==> src/rtl/md_seq_unit.sv <==
// Sequential 32-bit multiply/divide unit that owns HI/LO; 33-cycle latency with a start/busy handshake.
// Optional abort of an in-flight op is enabled by defining MD_CANCEL_EN.
module md_seq_unit (
    input  logic        clk,
    input  logic        rst,
    input  logic        start,
    input  logic [1:0]  op,
    input  logic [31:0] a,
    input  logic [31:0] b,
    input  logic        wr,
    input  logic        sel,
    input  logic [31:0] data,
    input  logic        rd,
`ifdef MD_CANCEL_EN
    input  logic        cancel,
`endif
    output logic        busy,
    output logic        stall,
    output logic [31:0] H32,
    output logic [31:0] L32
);

    typedef enum logic [1:0] {IDLE, CALC, FIX} state_t;

    state_t      state, state_nxt;
    logic [4:0]  cnt;
    logic        is_div, q_neg, r_neg, dz;
    logic [31:0] mcand;          // multiplicand or divisor magnitude
    logic [63:0] acc;            // product, or dividend/quotient in the low half
    logic [31:0] rem;
    logic [31:0] hi, lo;
    logic        abort;

    logic        sgn;
    logic [31:0] a_mag, b_mag;
    logic [32:0] sum, rem_sh;
    logic        ge;
    logic [31:0] diff;

    assign busy  = (state != IDLE);
    assign stall = busy & (start | wr | rd);
    assign H32   = hi;
    assign L32   = lo;

`ifdef MD_CANCEL_EN
    assign abort = cancel & busy;
`else
    assign abort = 1'b0;
`endif

    assign sgn   = ~op[0];
    assign a_mag = (sgn && a[31]) ? -a : a;
    assign b_mag = (sgn && b[31]) ? -b : b;

    // Shift-add step: add multiplicand when the current multiplier bit is set.
    assign sum    = {1'b0, acc[63:32]} + {1'b0, (acc[0] ? mcand : 32'd0)};
    // Restoring step: bring in the next dividend bit and try to subtract.
    assign rem_sh = {rem, acc[31]};
    assign ge     = (rem_sh >= {1'b0, mcand});
    assign diff   = rem_sh[31:0] - mcand;

    always_ff @(posedge clk) begin
        if (rst) state <= IDLE;
        else     state <= state_nxt;
    end

    always_comb begin
        state_nxt = state;
        case (state)
            IDLE:    if (start) state_nxt = CALC;
            CALC:    if (cnt == 5'd31) state_nxt = FIX;
            FIX:     state_nxt = IDLE;
            default: state_nxt = IDLE;
        endcase
        if (abort) state_nxt = IDLE;
    end

    always_ff @(posedge clk) begin
        if (rst) begin
            cnt    <= '0;
            is_div <= 1'b0;
            q_neg  <= 1'b0;
            r_neg  <= 1'b0;
            dz     <= 1'b0;
            mcand  <= '0;
            acc    <= '0;
            rem    <= '0;
            hi     <= '0;
            lo     <= '0;
        end else begin
            case (state)
                IDLE: begin
                    if (start) begin
                        cnt    <= '0;
                        is_div <= op[1];
                        q_neg  <= sgn & (a[31] ^ b[31]);
                        r_neg  <= sgn & a[31];
                        dz     <= (b == 32'd0);
                        rem    <= '0;
                        if (op[1]) begin
                            acc   <= {32'd0, a_mag};
                            mcand <= b_mag;
                        end else begin
                            acc   <= {32'd0, b_mag};
                            mcand <= a_mag;
                        end
                    end else if (wr) begin
                        if (sel) hi <= data;
                        else     lo <= data;
                    end
                end
                CALC: begin
                    cnt <= cnt + 5'd1;
                    if (is_div) begin
                        rem        <= ge ? diff : rem_sh[31:0];
                        acc[31:0]  <= {acc[30:0], ge};
                    end else begin
                        acc <= {sum, acc[31:1]};
                    end
                end
                FIX: begin
                    if (!abort) begin
                        if (is_div) begin
                            lo <= dz ? 32'hFFFF_FFFF : (q_neg ? -acc[31:0] : acc[31:0]);
                            hi <= r_neg ? -rem : rem;
                        end else begin
                            {hi, lo} <= q_neg ? -acc : acc;
                        end
                    end
                end
                default: ;
            endcase
        end
    end

endmodule

==> config.mk <==
export PLATFORM = sky130hd
export DESIGN_NAME = md_seq_unit
export DESIGN_NICKNAME = d
export VERILOG_FILES = /design/src/rtl/md_seq_unit.sv
export SDC_FILE = /design/constraint.sdc
export NUM_CORES = 1
export LEC_CHECK = 0
export CORE_AREA = 4 4 156 309
export DETAILED_ROUTE_END_ITERATION = 10
export DIE_AREA = 0 0 160 313
export SYNTH_ARGS = -nofsm -noshare
export SYNTH_HDL_FRONTEND = slang
export SYNTH_SLANG_ARGS = --single-unit
==> constraint.sdc <==
create_clock -name clk -period 4.45 [get_ports clk]
set_input_delay 0.89 -clock clk [delete_from_list [all_inputs] [get_ports clk]]
set_output_delay 0.89 -clock clk [all_outputs]
set_load 0.1 [all_outputs]
==> results.cfg <==
[sta]
rsz0062_at_grt = false
setup_violations = 0
fin_tns_setup_ns = 0
max_freq_mhz = 270
relSlewSlack = 0.224
period_share = 0.832
worstMarginPinSlew_ns = 1.16
hold_viol = 0
drv_slew = 0
fin_ws_ns = 0.750
finalWorstPathRequiredPeriod_ns = 3.70
fin_worst_skew_ns = 0.0231

[logic_synthesis]
syn_nets = 2311
synth_top_area_share = 0.255
async_flop_share = 0
synth_area_leader_cell = dfxtp_1
synth_area_leaders = dfxtp_1, a21oi_1, xnor2_1, ha_1, nand2_1
synth_edf_count = 0
yosys_warnings = 0
ys_ff_latch = 203
synth_ff_type = dfxtp_1
synthCells = 2135
seq_area_frac_synth = 0.255
synth_area_um2 = 15900
synth_cell_types = 77
avgSynthCellArea_um2 = 7.47

[global_route]
antenna_found_initial = 3
track_usage = 0.257
grt_pass1_vias = 16700
grt_overflow = 0
grt_pass1_wl_mm = 99.7
grt_max_degree = 92

[layout]
stdcell_area_um2 = 19000
finalNetCount = 2406
syn_to_final_growth_pct = 19.2
drive_gt1_frac = 0.0623
stdcell_count = 2814

[clock_tree]
hold_buffers = 0
cts_tree = yes
clk_latency_ns = 0.55
clockBufferDepth = 3
cts.clk_slew.worst_paths_ns = 0.07
root_buffer = clkbuf_16
htree_levels = 1
cts_buffers = 22
postCtsSetupBuffers = 0
cts_resized = 0
cts_sinks = 203

[power_and_ir_drop]
power.leakage_uw = 0.00721
p_per_area_nw_per_um2 = 285
finalPower_uw = 5420
ir_drop_mv = 0.232

[setup_path]
cp_max_fo = 6
critPathMaxStageDelay_ns = 0.52
crit_path_cell_trace = inv_1, ha_1, inv_1, fa_1, a21oi_1, o211a_1, o2111a_1, o31ai_1, o22ai_1, o21ai_0, a311oi_1, xor2_1, o221ai_1
worst_setup_path_end_kind = register
path_class = register to register
critPathRequiredTime_ns = 4.86
path_common_cell = inv_1
crit_slowest_cell = a311oi_1
cp-start-kind = register
crit_arrival_ns = 4.11

[floorplanning]
dieWidth_um = 160
pin_count = 170
rows = 111
start_util = 0.348
core-area_um2 = 45800
dieArea_um2 = 50100
die_h_um = 313

[run]
cap_viol_max_count = 0

[place]
io_buffers = 169
gp_congestion = 0.955
hpwl_mm = 54.6
placed_area_um2 = 18300
place_ws_ns = 0.474
dp.cells = 2771

[min_path]
min_path_type = register to register

[routing]
ant_nets = 0
drt-initial-drc-count = 1091
drc_errors = 0
vias_per_cell = 5.97
drt_pass1_iterations = 5
vias = 16800
routed_wl_mm = 67.5
wl_per_cell_um = 24.0

[outcome]
status = complete, no violations
-- synthesized netlist by cell type, types with 17 or more instances --
| library cell | instances |
|---|---|
| xnor2_1 | 114 |
| o31ai_1 | 38 |
| inv_1 | 72 |
| a211oi_1 | 62 |
| nor3_1 | 35 |
| nand2_1 | 220 |
| o221ai_1 | 20 |
| nand2b_1 | 19 |
| o21ai_1 | 20 |
| ha_1 | 70 |
| a21oi_1 | 210 |
| o21ai_0 | 114 |
| or4_1 | 18 |
| a31oi_1 | 21 |
| a22o_1 | 18 |
| dfxtp_1 | 203 |
| mux2i_1 | 64 |
| a22oi_1 | 20 |
| xor2_1 | 84 |
| o41ai_1 | 17 |
| o211ai_1 | 38 |
| nor2_1 | 217 |
| a21o_1 | 28 |
| clkbuf_1 | 137 |
| nor4_1 | 23 |
| nand3_1 | 21 |
-- cells in the final DEF (no fill, tap or decap), types with 13 or more instances in the layout --
| cell type | count |
|---|---|
| nand3_1 | 21 |
| inv_1 | 72 |
| clkdlybuf4s50_1 | 166 |
| mux2i_1 | 64 |
| o21ai_1 | 20 |
| clkbuf_16 | 23 |
| xnor2_1 | 114 |
| a31oi_1 | 21 |
| a21o_1 | 28 |
| o21ai_0 | 114 |
| a22oi_1 | 20 |
| a22o_1 | 18 |
| dfxtp_1 | 201 |
| buf_4 | 59 |
| nand2_1 | 219 |
| nor4_1 | 23 |
| o221ai_1 | 20 |
| a211oi_1 | 61 |
| nor3_1 | 34 |
| o211ai_1 | 38 |
| or4_1 | 18 |
| or3_1 | 13 |
| o31ai_1 | 38 |
| xor2_1 | 84 |
| ha_1 | 70 |
| nand2b_1 | 19 |
| a21oi_1 | 210 |
| nor2_1 | 215 |
| a221oi_1 | 13 |
| nand4_1 | 14 |
| o41ai_1 | 17 |
-- flip-flops by register name, indices dropped and copies added, names as in the netlist, 2 cells and up --
register	count
state	2
H32	32
cnt	5
mcand	32
L32	32
rem	32
acc	64
-- per-layer routing --
metal	vias up	wire length [um]	GRT usage
li1	7954	-	-
met1	7942	21400	0.234
met2	633	35700	0.489
met3	272	2400	0.0196
met4	0	8020	0.246
met5	-	0	0
-- final timing paths --
path,depth (start not counted),from,slack [ns],to
setup / recovery,13,acc[31],0.75,rem[30]
hold / removal,2,mcand[22],0.45,mcand[22]
setup reg to reg,13,acc[31],0.75,rem[30]
hold reg to reg,2,mcand[22],0.45,mcand[22]
-- cell families after synthesis --
logic type / Yosys count / share of synthesized area
AO/OA/AOI/OAI: 711 / 0.290
buffers and inverters: 230 / 0.0550
multiplexers: 70 / 0.0444
adder cells (fa/ha/maj): 72 / 0.0574
flip-flops: 203 / 0.255
XOR/XNOR: 198 / 0.109
AND/OR/NAND/NOR: 651 / 0.189
-- critical path: cells and delay by family, from the launching register on --
kind                       cells  cell delay (ns)
adders and majority gates      2             0.58
xor gates and xnor gates       1             0.19
AOI/OAI and AO/OA              8             2.13
DFF                            1             0.46
buffers and inverters          2             0.20
-- cell type report --
class	instances	area, um^2
Tap cell	565	707
Clock inverter	13	131
Sequential cell	203	4070
Inverter	73	274
Antenna cell	3	7.51
Fill cell	4749	26800
Clock buffer	27	611
Multi-Input combinational cell	1702	11100
Timing Repair Buffer	228	2150
-- stage by stage --
stage	utilization	hold WS, ns
6_report	0.415	0.454
5_1_grt	0.415	0.474
4_1_cts	0.415	0.455
3_5_place_dp	0.398	0.448
3_3_place_gp	0.398	0.440
2_1_floorplan	-	0.432
-- report_power, final --
part	leakage [uW]	switching [uW]	total, uW	internal [uW]
registers	0.00165	130	2030	1900
logic	0.00520	945	1460	517
clock network	0.000355	872	1930	1060
total	0.00721	1950	5420	3470
Note: power is estimated with default switching activity, not from simulation.
